$ cat src/rtl/ex_div_pkg.sv
// Shared types and constants for the EX-stage divider.
package ex_div_pkg;

  localparam int DIV_DW    = 32;
  localparam int DIV_CNT_W = 6;

  typedef logic [1:0] div_state_t;

  localparam div_state_t DIV_FREE    = 2'b00;
  localparam div_state_t DIV_BY_ZERO = 2'b01;
  localparam div_state_t DIV_ON      = 2'b10;
  localparam div_state_t DIV_END     = 2'b11;

endpackage

$ cat src/rtl/ex_div_if.sv
// EX <-> divider handshake: EX is the master, the divider is the slave.
interface ex_div_if
  import ex_div_pkg::*;
#(
  parameter int DW = DIV_DW
);
  logic            div_start;
  logic            div_signed;
  logic            div_annul;
  logic [DW-1:0]   div_opdata1;
  logic [DW-1:0]   div_opdata2;
  logic [2*DW-1:0] div_result;
  logic            div_ready;
  logic            stall_req;

  modport master (
    output div_start, div_signed, div_annul, div_opdata1, div_opdata2,
    input  div_result, div_ready, stall_req
  );

  modport slave (
    input  div_start, div_signed, div_annul, div_opdata1, div_opdata2,
    output div_result, div_ready, stall_req
  );
endinterface

$ cat src/rtl/ex_div.sv
// Radix-2 restoring divider: DW+1 cycles normal, 2 for divide-by-zero, 1 for early-out (DIV_EARLY_OUT_EN).
// Holds the pipeline via stall_req while busy; div_annul drops the divide without a result.
module ex_div
  import ex_div_pkg::*;
#(
  parameter int DW    = DIV_DW,
  parameter int CNT_W = DIV_CNT_W
) (
  input  logic    clk,
  input  logic    rst,
  ex_div_if.slave bus
);

  div_state_t      state;
  logic [CNT_W-1:0] cnt;
  logic [DW-1:0]   rem_q;
  logic [DW-1:0]   quo_q;
  logic [DW-1:0]   dvs_mag;
  logic [DW-1:0]   dvd_raw;
  logic            neg_quo;
  logic            neg_rem;
  logic [2*DW-1:0] result_q;

  logic [DW-1:0]   op1_mag;
  logic [DW-1:0]   op2_mag;
  logic [DW:0]     trial;
  logic            ge;
  logic [DW-1:0]   next_rem;
  logic [DW-1:0]   next_quo;

  function automatic logic [DW-1:0] magnitude(input logic [DW-1:0] v, input logic sgn);
    return (sgn && v[DW-1]) ? -v : v;
  endfunction

  function automatic logic [DW-1:0] negate_if(input logic [DW-1:0] v, input logic neg);
    return neg ? -v : v;
  endfunction

  // quo_q starts as the dividend magnitude and fills with quotient bits from the bottom.
  always_comb begin
    op1_mag  = magnitude(bus.div_opdata1, bus.div_signed);
    op2_mag  = magnitude(bus.div_opdata2, bus.div_signed);
    trial    = {rem_q, quo_q[DW-1]};
    ge       = (trial >= {1'b0, dvs_mag});
    next_rem = ge ? (trial[DW-1:0] - dvs_mag) : trial[DW-1:0];
    next_quo = {quo_q[DW-2:0], ge};
  end

  always_ff @(posedge clk or negedge rst) begin
    if (!rst) begin
      state    <= DIV_FREE;
      cnt      <= '0;
      rem_q    <= '0;
      quo_q    <= '0;
      dvs_mag  <= '0;
      dvd_raw  <= '0;
      neg_quo  <= 1'b0;
      neg_rem  <= 1'b0;
      result_q <= '0;
    end else if (bus.div_annul) begin
      state <= DIV_FREE;
    end else begin
      case (state)
        DIV_FREE: begin
          if (bus.div_start) begin
            dvd_raw <= bus.div_opdata1;
            dvs_mag <= op2_mag;
            quo_q   <= op1_mag;
            rem_q   <= '0;
            cnt     <= '0;
            neg_quo <= bus.div_signed & (bus.div_opdata1[DW-1] ^ bus.div_opdata2[DW-1]);
            neg_rem <= bus.div_signed & bus.div_opdata1[DW-1];
            if (bus.div_opdata2 == '0) begin
              state <= DIV_BY_ZERO;
            end
`ifdef DIV_EARLY_OUT_EN
            else if (op1_mag < op2_mag) begin
              result_q <= {bus.div_opdata1, {DW{1'b0}}};
              state    <= DIV_END;
            end
`endif
            else begin
              state <= DIV_ON;
            end
          end
        end
        DIV_BY_ZERO: begin
          result_q <= {dvd_raw, {DW{1'b1}}};
          state    <= DIV_END;
        end
        DIV_ON: begin
          rem_q <= next_rem;
          quo_q <= next_quo;
          cnt   <= cnt + CNT_W'(1);
          if (cnt == CNT_W'(DW - 1)) begin
            result_q <= {negate_if(next_rem, neg_rem), negate_if(next_quo, neg_quo)};
            state    <= DIV_END;
          end
        end
        DIV_END: begin
          state <= DIV_FREE;
        end
        default: begin
          state <= DIV_FREE;
        end
      endcase
    end
  end

  assign bus.div_result = result_q;
  assign bus.div_ready  = (state == DIV_END);
  assign bus.stall_req  = rst & (((state == DIV_FREE) & bus.div_start & ~bus.div_annul)
                                 | (state == DIV_BY_ZERO) | (state == DIV_ON));

endmodule

$ cat src/flat_wrapper.sv
// flat-port wrapper written by rule: the top's interface ports become plain ports
module ex_div_flat import ex_div_pkg::*;
#(
  parameter int DW    = DIV_DW,
  parameter int CNT_W = DIV_CNT_W
)
  (clk, rst, bus_div_start, bus_div_signed, bus_div_annul, bus_div_opdata1, bus_div_opdata2, bus_div_result, bus_div_ready, bus_stall_req);
  ex_div_if #(.DW(DW)) bus_i ();
  input  logic clk;
  input  logic rst;
  input wire logic [$bits(bus_i.div_start)-1:0] bus_div_start;
  input wire logic [$bits(bus_i.div_signed)-1:0] bus_div_signed;
  input wire logic [$bits(bus_i.div_annul)-1:0] bus_div_annul;
  input wire logic [$bits(bus_i.div_opdata1)-1:0] bus_div_opdata1;
  input wire logic [$bits(bus_i.div_opdata2)-1:0] bus_div_opdata2;
  output wire logic [$bits(bus_i.div_result)-1:0] bus_div_result;
  output wire logic [$bits(bus_i.div_ready)-1:0] bus_div_ready;
  output wire logic [$bits(bus_i.stall_req)-1:0] bus_stall_req;
  assign bus_i.div_start = bus_div_start;
  assign bus_i.div_signed = bus_div_signed;
  assign bus_i.div_annul = bus_div_annul;
  assign bus_i.div_opdata1 = bus_div_opdata1;
  assign bus_i.div_opdata2 = bus_div_opdata2;
  assign bus_div_result = bus_i.div_result;
  assign bus_div_ready = bus_i.div_ready;
  assign bus_stall_req = bus_i.stall_req;
  ex_div #(.DW(DW), .CNT_W(CNT_W)) u_core (.clk(clk), .rst(rst), .bus(bus_i));
endmodule
$ cat config.mk
export PLATFORM = sky130hd
export DESIGN_NAME = ex_div_flat
export DESIGN_NICKNAME = d
export VERILOG_FILES = /design/src/rtl/ex_div_pkg.sv /design/src/rtl/ex_div_if.sv /design/src/rtl/ex_div.sv /design/src/flat_wrapper.sv
export SDC_FILE = /design/constraint.sdc
export NUM_CORES = 1
export LEC_CHECK = 0
export CAP_MARGIN = 20
export CORE_UTILIZATION = 40
export DETAILED_ROUTE_END_ITERATION = 10
export SYNTH_ARGS = -nofsm -noshare
export SYNTH_HDL_FRONTEND = slang
export SYNTH_SLANG_ARGS = --single-unit
$ cat constraint.sdc
create_clock -name clk -period 5.5 [get_ports clk]
set_input_delay 1.375 -clock clk [delete_from_list [all_inputs] [get_ports clk]]
set_output_delay 1.375 -clock clk [all_outputs]
set_load 0.05 [all_outputs]
==> qor.txt, run 1 <==
YOSYS
----------------------------------------------------------------------------------------
FFs w/ async S/R, synth ...................................................         100%
Number of enable flip-flop cells after synthesis ..........................            0
#FFs+latches synth ........................................................          202
Commonest cells in the synthesized netlist ................................ 261 x sky130_fd_sc_hd__nand2_1, 202 x sky130_fd_sc_hd__dfrtp_1, 163 x sky130_fd_sc_hd__a21oi_1, 153 x sky130_fd_sc_hd__o21ai_0, 135 x sky130_fd_sc_hd__nor2_1
Top_reg_cell synth ........................................................ sky130_fd_sc_hd__dfrtp_1
Number of warnings issued by yosys ........................................            0
Net Count, Synth ..........................................................         1739
Cell types occupying the most area after synthesis ........................ sky130_fd_sc_hd__dfrtp_1 38%, sky130_fd_sc_hd__nand2_1 7.4%, sky130_fd_sc_hd__a21oi_1 6.1%
Most frequently used cell type in the post-synthesis netlist .............. sky130_fd_sc_hd__nand2_1
Fraction of the yosys area taken by sequential cells ......................        38.1%
Count of unique library cells instantiated by Yosys .......................           78
Total standard cell area after synthesis ..................................    13300 um2
Area share of the largest cell type after synthesis .......................        38.1%
Post-Syn Area per Cell ....................................................     8.15 um2
Number of instances in the synthesized netlist ............................         1628
Cell accounting for the most synthesized area ............................. sky130_fd_sc_hd__dfrtp_1

PLACEMENT
----------------------------------------------------------------------------------------
Placed standard-cell area .................................................    15000 um2
Port Buffer Count .........................................................          134
GP Congestion .............................................................        0.877
DP Wirelength .............................................................     30200 um
# placed instances ........................................................         2134
Worst slack after detailed placement ......................................     0.609 ns

STA
----------------------------------------------------------------------------------------
Transition time at the pin with the least slew margin .....................     0.975 ns
Hold Slack ................................................................     0.470 ns
Portion of the clock cycle consumed by the worst path in the final layout .        90.8%
Max Freq ..................................................................    0.200 GHz
Setup_tns .................................................................         0 ns
Final min period ..........................................................      5.00 ns
Headroom to the max-slew limit ............................................        35.0%
Final hold violations .....................................................            0
Smallest setup slack after layout .........................................     0.503 ns
Finish-stage setup viols ..................................................            0
Max-slew violation total from the final report ............................            0
RSZ-0062 raised after global routing ......................................        false
Worst setup skew after layout .............................................    0.0156 ns

CLOCK TREE
----------------------------------------------------------------------------------------
Master cell of the clock root buffer ...................................... sky130_fd_sc_hd__clkbuf_16
Clock Sink Count ..........................................................          202
Clock transition at path regs .............................................      0.06 ns
Number of gates resized after CTS .........................................            0
Clock H-tree levels .......................................................            1
Hold-fix buffers at CTS ...................................................            0
Bufs on Longest Clock Path ................................................            3
Clock tree from TritonCTS .................................................        built
Clock latency on the worst-skew pair ......................................      0.52 ns
Number of buffers added by the clock tree synthesis step ..................           25
Post-CTS setup-driven buffer insertion count ..............................            0

DIE
----------------------------------------------------------------------------------------
Die area ..................................................................    33900 um2
Chip width ................................................................       184 um
Initial core utilization ..................................................        40.7%
Standard-cell row count ...................................................           66
I/O pin count .............................................................          135
Core Region ...............................................................    32600 um2
Die outline height ........................................................       184 um

GRT
----------------------------------------------------------------------------------------
Total grt overflow ........................................................            0
Initial antenna violation count ...........................................            0
Maximum number of pins on one net before global-route repair ..............           99
Wire length of the first global-routing pass ..............................     66000 um
Global-route usage over all layers ........................................        24.6%
Number of global-route vias before repair .................................        11.7k

CRITICAL PATH
----------------------------------------------------------------------------------------
Cell count of the worst reg-to-reg path ...................................           16
Category of the worst setup path launch point .............................     register
Setup CP Type ............................................................. register to register
Required arrival time at the worst endpoint ...............................      5.90 ns
Critical Path AT ..........................................................      5.39 ns
Maximum fanout along the worst path .......................................            7
Kind of end point of the critical path ....................................     register

ROUTE
----------------------------------------------------------------------------------------
Via-per-instance ratio ....................................................         5.64
Number of antenna-violating nets in the routed design .....................            0
WL final ..................................................................     41200 um
Total via count in the routed design ......................................        12.3k
Initial DRC Count .........................................................          948
Post-DR wirelength/cell ...................................................      18.9 um
Residual DRC ..............................................................            0
First-pass iteration count of the detailed router .........................            5

STATUS
----------------------------------------------------------------------------------------
Status .................................................................... complete, no violations

POWER AND IR DROP
----------------------------------------------------------------------------------------
Power dissipated by switching net loads ...................................      3.79 mW
Internal power summed over all cells ......................................      4.54 mW
Leakage ...................................................................      6.65 nW
Clk pwr share .............................................................        20.1%
Power density over the cells ..............................................   525 nW/um2
Combinational share of power ..............................................        49.0%
Sum of internal, switching and leakage power ..............................      8.33 mW
Max IR drop VDD ...........................................................     0.307 mV
Proportion of power drawn by flip-flops and latches .......................        30.8%
Switching part of the total power .........................................        45.5%

JOB
----------------------------------------------------------------------------------------
Max cap viols .............................................................            0

MIN PATH
----------------------------------------------------------------------------------------
Tightest Hold Check Type .................................................. register to register
Worst hold stages .........................................................            2

FINISH
----------------------------------------------------------------------------------------
Share of cells above drive strength 1 .....................................        5.29%
Antenna Cells .............................................................            0
Final cell count without fillers ..........................................         2180
Final nets ................................................................         1833
Final Core Density ........................................................        48.6%
P&R area growth vs syn ....................................................        19.6%
Filler Cells Inserted .....................................................         3247
Post-route cell area ......................................................    15900 um2

## worst max-delay path, stage by stage (launching register included)
cell and delay (ns):
sky130_fd_sc_hd__dfrtp_1 0.42, sky130_fd_sc_hd__ha_1 0.44, sky130_fd_sc_hd__nand4_1 0.21, sky130_fd_sc_hd__nor4_1 0.28, sky130_fd_sc_hd__o21ai_1 0.19, sky130_fd_sc_hd__a311oi_2 0.53, sky130_fd_sc_hd__or2_2 0.24, sky130_fd_sc_hd__inv_1 0.07
sky130_fd_sc_hd__mux2i_1 0.24, sky130_fd_sc_hd__ha_1 0.25, sky130_fd_sc_hd__nand3_1 0.08, sky130_fd_sc_hd__or3_1 0.33, sky130_fd_sc_hd__mux2i_1 0.24, sky130_fd_sc_hd__o2111ai_1 0.26, sky130_fd_sc_hd__or3_1 0.43, sky130_fd_sc_hd__or4_1 0.42
sky130_fd_sc_hd__a32o_1 0.26
## registers in the layout, indices dropped and copies added (netlist names)
| signal | cells |
|---|---|
| u_core.quo_q | 32 |
| u_core.rem_q | 32 |
| u_core.dvs_mag | 32 |
| u_core.dvd_raw | 32 |
| u_core.cnt | 6 |
| u_core.neg_rem | 1 |
| u_core.state | 2 |
| u_core.neg_quo | 1 |
| u_core.bus.div_result | 64 |
## cell type report
cell class              count  area (um2)  area share, %
multi-input cells        1281        7670           48.4
flip-flops and latches    202        5050           31.9
repair buffers            157        1550           9.77
clock buffers              37         751           4.73
well taps                 442         553           3.48
inverters                  55         206           1.30
clock inverters             6        80.1          0.505
## final timing paths
| path | slack [ns] | from | end |
|---|---|---|---|
| worst max-delay path | 0.50 | u_core.rem_q[15] | u_core.bus.div_result[60] |
| worst min-delay path | 0.47 | u_core.dvd_raw[21] | u_core.dvd_raw[21] |
| worst max register to register | 0.50 | u_core.rem_q[15] | u_core.bus.div_result[60] |
| worst min register to register | 0.47 | u_core.dvd_raw[21] | u_core.dvd_raw[21] |
| max in group asynchronous | 3.68 | rst | u_core.dvd_raw[26] |
| min in group asynchronous | 0.78 | rst | u_core.bus.div_result[12] |
## power by group through the flow
stage                     clock [mW]  combinational (mW)  sequential (mW)
after global placement             0                4.02             2.57
after CTS                       1.71                4.07             2.57
after floorplan                    0                2.21             3.15
after global routing            1.77                4.47             2.65
final                           1.68                4.08             2.57
after detailed placement           0                4.05             2.59
## per-layer routing
layer	share of wire [%]	vias up	GRT usage (%)
met4	1.6	0	4.50
li1	-	5943	-
met5	0	-	0
met3	4.4	43	2.83
met1	48	5981	36.0
met2	46	324	39.1
## cell families after synthesis
group,after synthesis,synth area share (%)
xor gates and xnor gates,143,9.44
buffers and inverters,145,4.29
and+or+nand+nor,572,19.7
adders and majority gates,42,4.02
AOI/OAI and AO/OA,499,22.6
DFF,202,38.1
muxes,25,1.91
## cell usage in the layout, fill, tap and decap left out, types with 6 or more instances in the layout
cell type                         instances
sky130_fd_sc_hd__a211oi_1                 6
sky130_fd_sc_hd__a21o_1                  17
sky130_fd_sc_hd__a21oi_1                161
sky130_fd_sc_hd__a22oi_1                  6
sky130_fd_sc_hd__a31oi_1                 14
sky130_fd_sc_hd__and2_1                   7
sky130_fd_sc_hd__and3_1                  12
sky130_fd_sc_hd__buf_4                   19
sky130_fd_sc_hd__clkbuf_16               25
sky130_fd_sc_hd__clkbuf_8                 9
sky130_fd_sc_hd__clkdlybuf4s50_1        133
sky130_fd_sc_hd__dfrtp_1                202
sky130_fd_sc_hd__ha_1                    40
sky130_fd_sc_hd__inv_1                   54
sky130_fd_sc_hd__mux2i_1                 22
sky130_fd_sc_hd__nand2_1                261
sky130_fd_sc_hd__nand2b_1                 9
sky130_fd_sc_hd__nand3_1                 16
sky130_fd_sc_hd__nand4_1                 15
sky130_fd_sc_hd__nor2_1                 134
sky130_fd_sc_hd__nor2b_1                  6
sky130_fd_sc_hd__nor3_1                  29
sky130_fd_sc_hd__nor3b_1                  7
sky130_fd_sc_hd__nor4_1                  19
sky130_fd_sc_hd__o211ai_1                 9
sky130_fd_sc_hd__o21a_1                  11
sky130_fd_sc_hd__o21ai_0                153
sky130_fd_sc_hd__o22ai_1                 29
sky130_fd_sc_hd__o31ai_1                 26
sky130_fd_sc_hd__o41ai_1                 11
sky130_fd_sc_hd__or2_2                    6
sky130_fd_sc_hd__or3_1                   21
sky130_fd_sc_hd__or4_1                   11
sky130_fd_sc_hd__xnor2_1                 62
sky130_fd_sc_hd__xor2_1                  81
Note: power is estimated with default switching activity, not from simulation.
==> inputs of run 2 (changes only) <==
--- a/constraint.sdc
+++ b/constraint.sdc
@@ -3,2 +3,2 @@
 set_output_delay 1.375 -clock clk [all_outputs]
-set_load 0.05 [all_outputs]
+set_load 0.005 [all_outputs]
==> qor.txt, run 2 (synthesis results as in run 1) <==
CRITICAL PATH
----------------------------------------------------------------------------------------
Startpoint of the worst register-to-register path ......................... u_core.rem_q[15]   unchanged
Kind of end point of the critical path ....................................     register   unchanged
Worst flop-to-flop path endpoint .......................................... u_core.bus.div_result[60]   unchanged
Largest stage delay on the critical path ..................................      0.53 ns   about the same
Register-to-register setup slack ..........................................      0.46 ns   was 0.50 ns
Critical Path AT ..........................................................      5.47 ns   was 5.39 ns
Cell count of the worst reg-to-reg path ...................................           16   unchanged
Required arrival time at the worst endpoint ...............................      5.94 ns   was 5.90 ns
Critical path cell sequence ............................................... ha_1, nand4_1, nor4_1, o21ai_1, a311oi_2, or2_2, inv_1, mux2i_1, ha_1, nand3_1, or3_1, mux2i_1, o2111ai_1, or3_1, or4_1, a32o_1   unchanged
Slowest cell on the critical path ......................................... sky130_fd_sc_hd__a311oi_2   unchanged
Setup CP Type ............................................................. register to register   unchanged
Category of the worst setup path launch point .............................     register   unchanged
Maximum fanout along the worst path .......................................            7   unchanged

FINISH
----------------------------------------------------------------------------------------
P&R area growth vs syn ....................................................        19.6%   about the same
Most frequent cells in the layout ......................................... 261 x sky130_fd_sc_hd__nand2_1, 202 x sky130_fd_sc_hd__dfrtp_1, 161 x sky130_fd_sc_hd__a21oi_1   unchanged
Antenna Cells .............................................................            0   unchanged
Max reg flops .............................................................           64   unchanged
Final nets ................................................................         1831   was 1833
Most common cell after layout, fill and taps aside ........................ sky130_fd_sc_hd__nand2_1   unchanged
Share of cells above drive strength 1 .....................................        5.24%   was 5.29%

DIE
----------------------------------------------------------------------------------------
Die area ..................................................................    33900 um2   unchanged
Initial core utilization ..................................................        40.7%   unchanged
Core Region ...............................................................    32600 um2   unchanged
I/O pin count .............................................................          135   unchanged
Die outline height ........................................................       184 um   unchanged
Chip width ................................................................       184 um   unchanged
Standard-cell row count ...................................................           66   unchanged

STA
----------------------------------------------------------------------------------------
Transition time at the pin with the least slew margin .....................     0.979 ns   was 0.975 ns
Portion of the clock cycle consumed by the worst path in the final layout .        91.6%   was 90.8%
Setup_tns .................................................................         0 ns   unchanged
Max Freq ..................................................................    0.199 GHz   was 0.200 GHz
RSZ-0062 raised after global routing ......................................        false   unchanged
Final min period ..........................................................      5.04 ns   was 5.00 ns
Headroom to the max-slew limit ............................................        34.7%   was 35.0%
Finish-stage setup viols ..................................................            0   unchanged
Max-slew violation total from the final report ............................            0   unchanged
Smallest setup slack after layout .........................................     0.464 ns   was 0.503 ns
Final hold violations .....................................................            0   unchanged
Worst setup skew after layout .............................................    0.0169 ns   was 0.0156 ns

ROUTE
----------------------------------------------------------------------------------------
Total via count in the routed design ......................................        12.3k   about the same
Highest metal layer with signal wires .....................................         met4   unchanged
Residual DRC ..............................................................            0   unchanged
WL final ..................................................................     41000 um   was 41200 um
Via-per-instance ratio ....................................................         5.62   was 5.64
Post-DR wirelength/cell ...................................................      18.8 um   was 18.9 um
Wire length on met3 .......................................................      2080 um   was 1830 um
Met1 wire length ..........................................................     19700 um   was 19900 um
First-pass iteration count of the detailed router .........................            5   unchanged
Number of antenna-violating nets in the routed design .....................            0   unchanged
DR WL met2 ................................................................     18600 um   was 18800 um
Initial DRC Count .........................................................          927   was 948

CLOCK TREE
----------------------------------------------------------------------------------------
Number of gates resized after CTS .........................................            0   unchanged
Hold-fix buffers at CTS ...................................................            0   unchanged
Post-CTS setup-driven buffer insertion count ..............................            0   unchanged
Clock latency on the worst-skew pair ......................................      0.55 ns   was 0.52 ns
Clock transition at path regs .............................................      0.06 ns   about the same
Master cell of the clock root buffer ...................................... sky130_fd_sc_hd__clkbuf_16   unchanged
Number of buffers added by the clock tree synthesis step ..................           25   unchanged
Bufs on Longest Clock Path ................................................            3   unchanged
Clock H-tree levels .......................................................            1   unchanged
Clock tree from TritonCTS .................................................        built   unchanged
Clock Sink Count ..........................................................          202   unchanged

MIN PATH
----------------------------------------------------------------------------------------
Tightest Hold Check Type .................................................. register to register   unchanged
Hold Path End ............................................................. u_core.dvd_raw[9]   was u_core.dvd_raw[21]
Hold path startpoint ...................................................... u_core.dvd_raw[9]   was u_core.dvd_raw[21]
Worst hold stages .........................................................            2   unchanged

GRT
----------------------------------------------------------------------------------------
Initial antenna violation count ...........................................            0   unchanged
Number of global-route vias before repair .................................        11.5k   was 11.7k
Maximum number of pins on one net before global-route repair ..............           99   unchanged
Global-route usage over all layers ........................................        24.2%   was 24.6%
Wire length of the first global-routing pass ..............................     64900 um   was 66000 um
Total grt overflow ........................................................            0   unchanged

POWER AND IR DROP
----------------------------------------------------------------------------------------
Power density over the cells ..............................................   482 nW/um2   was 525 nW/um2
Leakage ...................................................................      6.65 nW   about the same
Max IR drop VDD ...........................................................     0.414 mV   was 0.307 mV

PLACEMENT
----------------------------------------------------------------------------------------
DP Wirelength .............................................................     30100 um   was 30200 um
GP Congestion .............................................................        0.887   was 0.877
Port Buffer Count .........................................................          134   unchanged
Worst slack after detailed placement ......................................     0.510 ns   was 0.609 ns

STATUS
----------------------------------------------------------------------------------------
Status .................................................................... complete, no violations   unchanged

JOB
----------------------------------------------------------------------------------------
Max cap viols .............................................................            0   unchanged

## run 2: cell type report
class	count	area, um2
Sequential cell	202	5050
Timing Repair Buffer	155	1520
Inverter	55	206
Clock buffer	36	727
Multi-Input combinational cell	1281	7670
Fill cell	3180	16800
Clock inverter	9	135
Tap cell	442	553
## run 2: worst max-delay path by stage
| stage | to | cells past startpoint | startpoint | slack, ns |
|---|---|---|---|---|
| floorplan | u_core.bus.div_result[60] | 21 | u_core.rem_q[10] | 0.49 |
| global placement | u_core.dvs_mag[29] | 12 | bus_div_opdata2[1] | 0.74 |
| detailed placement | u_core.bus.div_result[60] | 16 | u_core.rem_q[15] | 0.51 |
| CTS | u_core.bus.div_result[60] | 16 | u_core.rem_q[15] | 0.50 |
| global route | u_core.bus.div_result[60] | 16 | u_core.rem_q[15] | 0.11 |
| finish | u_core.bus.div_result[60] | 16 | u_core.rem_q[15] | 0.46 |
## run 2: report_power, final
| part | internal, mW | total, mW | switching (mW) |
|---|---|---|---|
| Sequential | 2.07 | 2.57 | 0.500 |
| Clock | 1.06 | 1.75 | 0.686 |
| Combinational | 1.44 | 3.33 | 1.90 |
## run 2: layer usage
layer	vias to the layer above	track usage, %
li1	5964	-
met1	5884	35.5
met2	368	38.5
met3	45	2.51
met4	0	4.43
met5	-	0
## run 2: metrics by stage
| stage | power [mW] | instances | utilization, % | cell area, um2 | hold WS [ns] |
|---|---|---|---|---|---|
| floorplan | 4.63 | 1628 | - | 13300 | 0.438 |
| global placement | 5.85 | 2132 | 45.9 | 15000 | 0.456 |
| detailed placement | 5.89 | 2132 | 45.9 | 15000 | 0.462 |
| CTS | 7.66 | 2177 | 48.5 | 15800 | 0.478 |
| global route | 8.20 | 2180 | 48.6 | 15900 | 0.491 |
| finish | 7.65 | 2180 | 48.6 | 15900 | 0.472 |
## run 2: worst max-delay path: cells and delay by family, from the launching register on
kind            cells  cell delay [ns]
buf+inv             1             0.08
simple gates        7             2.00
flops               1             0.41
mux                 2             0.49
fa+ha+maj           2             0.70
compound gates      4             1.24
==> inputs of run 3 (changes only) <==
- MAX_ROUTING_LAYER: default -> met4
- REMOVE_ABC_BUFFERS: default -> 1
==> qor.txt, run 3 (synthesis results as in run 1) <==
STATUS
----------------------------------------------------------------------------------------
Status .................................................................... complete, no violations   unchanged

STA
----------------------------------------------------------------------------------------
Final hold violations .....................................................            0   unchanged
Worst setup skew after layout .............................................    0.0199 ns   was 0.0169 ns
Max-slew violation total from the final report ............................            0   unchanged
Max Freq ..................................................................    0.205 GHz   was 0.199 GHz
RSZ-0062 raised after global routing ......................................        false   unchanged
Setup_tns .................................................................         0 ns   unchanged
Final min period ..........................................................      4.89 ns   was 5.04 ns
Transition time at the pin with the least slew margin .....................     0.993 ns   was 0.979 ns
Smallest setup slack after layout .........................................     0.613 ns   was 0.464 ns
Finish-stage setup viols ..................................................            0   unchanged
Portion of the clock cycle consumed by the worst path in the final layout .        88.9%   was 91.6%
Headroom to the max-slew limit ............................................        33.6%   was 34.7%
Hold Slack ................................................................     0.473 ns   was 0.472 ns

GRT
----------------------------------------------------------------------------------------
Wire length of the first global-routing pass ..............................     61200 um   was 64900 um
Met3 Track Usage GR .......................................................        2.59%   was 2.51%
Total grt overflow ........................................................            0   unchanged
Initial antenna violation count ...........................................            1   was 0
Routing layer with the top usage in global route ..........................         met2   unchanged
Number of global-route vias before repair .................................        11.4k   was 11.5k
Maximum number of pins on one net before global-route repair ..............          153   was 99
Global-route usage over all layers ........................................        23.3%   was 24.2%
Met1 usage ................................................................        31.1%   was 35.5%
Fraction of met2 tracks used by global routing ............................        37.1%   was 38.5%

FINISH
----------------------------------------------------------------------------------------
Max reg flops .............................................................           64   unchanged
Most frequent cells in the layout ......................................... 261 x sky130_fd_sc_hd__nand2_1, 202 x sky130_fd_sc_hd__dfrtp_1, 161 x sky130_fd_sc_hd__a21oi_1   unchanged
Final cell count without fillers ..........................................         2179   was 2180
Final nets ................................................................         1832   was 1831
Most common cell after layout, fill and taps aside ........................ sky130_fd_sc_hd__nand2_1   unchanged
Share of cells above drive strength 1 .....................................        5.13%   was 5.24%
P&R area growth vs syn ....................................................        19.1%   was 19.6%

JOB
----------------------------------------------------------------------------------------
Max cap viols .............................................................            0   unchanged

POWER AND IR DROP
----------------------------------------------------------------------------------------
Leakage ...................................................................      6.62 nW   was 6.65 nW
Max IR drop VDD ...........................................................     0.221 mV   was 0.414 mV
Sum of internal, switching and leakage power ..............................      7.47 mW   was 7.65 mW
Power density over the cells ..............................................   473 nW/um2   was 482 nW/um2

MIN PATH
----------------------------------------------------------------------------------------
Tightest Hold Check Type .................................................. register to register   unchanged
Hold path startpoint ...................................................... u_core.dvd_raw[17]   was u_core.dvd_raw[9]

CLOCK TREE
----------------------------------------------------------------------------------------
Post-CTS setup-driven buffer insertion count ..............................            0   unchanged
Master cell of the clock root buffer ...................................... sky130_fd_sc_hd__clkbuf_16   unchanged
Clock Sink Count ..........................................................          202   unchanged
Hold-fix buffers at CTS ...................................................            0   unchanged
Clock H-tree levels .......................................................            1   unchanged
Clock latency on the worst-skew pair ......................................      0.53 ns   was 0.55 ns
Clock tree from TritonCTS .................................................        built   unchanged
Bufs on Longest Clock Path ................................................            3   unchanged
Clock transition at path regs .............................................      0.06 ns   about the same
Number of gates resized after CTS .........................................            0   unchanged
Number of buffers added by the clock tree synthesis step ..................           25   unchanged

CRITICAL PATH
----------------------------------------------------------------------------------------
Critical Path AT ..........................................................      5.29 ns   was 5.47 ns
Required arrival time at the worst endpoint ...............................      5.91 ns   was 5.94 ns
Startpoint of the worst register-to-register path ......................... u_core.rem_q[7]   was u_core.rem_q[15]
Slowest cell on the critical path ......................................... sky130_fd_sc_hd__dfrtp_1   was sky130_fd_sc_hd__a311oi_2
Critical path cell sequence ............................................... ha_1, a21oi_1, o21ai_0, a22oi_2, a311oi_2, or2_2, inv_1, mux2i_1, ha_1, nand3_1, or3_1, mux2i_1, o2111ai_1, or3_1, or4_1, a32o_1   was ha_1, nand4_1, nor4_1, o21ai_1, a311oi_2, or2_2, inv_1, mux2i_1, ha_1, nand3_1, or3_1, mux2i_1, o2111ai_1, or3_1, or4_1, a32o_1
Largest stage delay on the critical path ..................................      0.45 ns   was 0.53 ns
Category of the worst setup path launch point .............................     register   unchanged
Kind of end point of the critical path ....................................     register   unchanged
Cell count of the worst reg-to-reg path ...................................           16   unchanged
Worst flop-to-flop path endpoint .......................................... u_core.bus.div_result[60]   unchanged
Maximum fanout along the worst path .......................................            8   was 7
Crit path launch .......................................................... u_core.rem_q[7]   was u_core.rem_q[15]
Worst setup path endpoint ................................................. u_core.bus.div_result[60]   unchanged
Setup CP Type ............................................................. register to register   unchanged
Register-to-register setup slack ..........................................      0.61 ns   was 0.46 ns

PLACEMENT
----------------------------------------------------------------------------------------
GP Congestion .............................................................        0.949   was 0.887
Port Buffer Count .........................................................          134   unchanged
Worst slack after detailed placement ......................................     0.641 ns   was 0.510 ns
# placed instances ........................................................         2136   was 2132
DP Wirelength .............................................................     28100 um   was 30100 um

ROUTE
----------------------------------------------------------------------------------------
Initial DRC Count .........................................................          953   was 927
First-pass iteration count of the detailed router .........................            5   unchanged
Total via count in the routed design ......................................        12.1k   was 12.3k
Via-per-instance ratio ....................................................         5.54   was 5.62
Number of antenna-violating nets in the routed design .....................            0   unchanged
Post-DR wirelength/cell ...................................................      17.5 um   was 18.8 um
Residual DRC ..............................................................            0   unchanged
WL final ..................................................................     38000 um   was 41000 um

DIE
----------------------------------------------------------------------------------------
Standard-cell row count ...................................................           66   unchanged
Die area ..................................................................    33900 um2   unchanged
Initial core utilization ..................................................        40.7%   unchanged
Die outline height ........................................................       184 um   unchanged
Core Region ...............................................................    32600 um2   unchanged
Chip width ................................................................       184 um   unchanged
I/O pin count .............................................................          135   unchanged

run 3: cell types whose count changed in the layout (fill, tap and decap cells not counted), moves of 2 or more:
cell	previous run	this run
sky130_fd_sc_hd__buf_4	18	21
sky130_fd_sc_hd__buf_8	2	0
sky130_fd_sc_hd__clkbuf_8	7	5
sky130_fd_sc_hd__clkinv_2	5	3
sky130_fd_sc_hd__clkinvlp_4	0	2
run 3: layout make-up:
type | count | area [um2]
antenna | 1 | 2.50
clock buffer | 34 | 699
clock inverter | 8 | 98.8
fill | 3225 | 16800
inverter | 55 | 206
multi-input combinational | 1281 | 7670
sequential | 202 | 5050
tap | 442 | 553
timing repair buffer | 156 | 1520
run 3: worst min path at each step:
| stage | to | slack (ns) | cells after the start |
|---|---|---|---|
| finish | u_core.dvd_raw[17] | 0.47 | 2 |
| global route | u_core.dvs_mag[28] | 0.50 | 2 |
| detailed placement | u_core.dvd_raw[31] | 0.46 | 2 |
| floorplan | u_core.dvd_raw[21] | 0.44 | 2 |
| CTS | u_core.dvd_raw[21] | 0.48 | 2 |
| global placement | u_core.dvd_raw[21] | 0.46 | 2 |
run 3: critical path, delay by kind of cell, from the launching register on:
kind                       cells  cell delay, ns
buffers and inverters          1            0.11
adders and majority gates      2            0.68
AOI/OAI and AO/OA              6            1.33
muxes                          2            0.57
DFF                            1            0.45
and+or+nand+nor                5            1.61
run 3: routing by layer:
layer / wire [um] / share of wire, % / up-vias
met5: 0 / 0 / -
met4: 1080 / 2.8 / 0
met3: 1960 / 5.1 / 60
met2: 17400 / 46 / 338
met1: 17600 / 46 / 5727
li1: - / - / 5936
run 3: through the flow:
| stage | area, um2 | util [%] |
|---|---|---|
| 2_1_floorplan | 12900 | - |
| 3_3_place_gp | 15000 | 46.0 |
| 3_5_place_dp | 15000 | 46.0 |
| 4_1_cts | 15800 | 48.5 |
| 5_1_grt | 15800 | 48.5 |
| 6_report | 15800 | 48.5 |
run 3: where the power goes:
part | switching (mW) | internal, mW
registers | 0.494 | 2.07
logic | 1.86 | 1.44
clock network | 0.636 | 0.976
total | 2.99 | 4.49
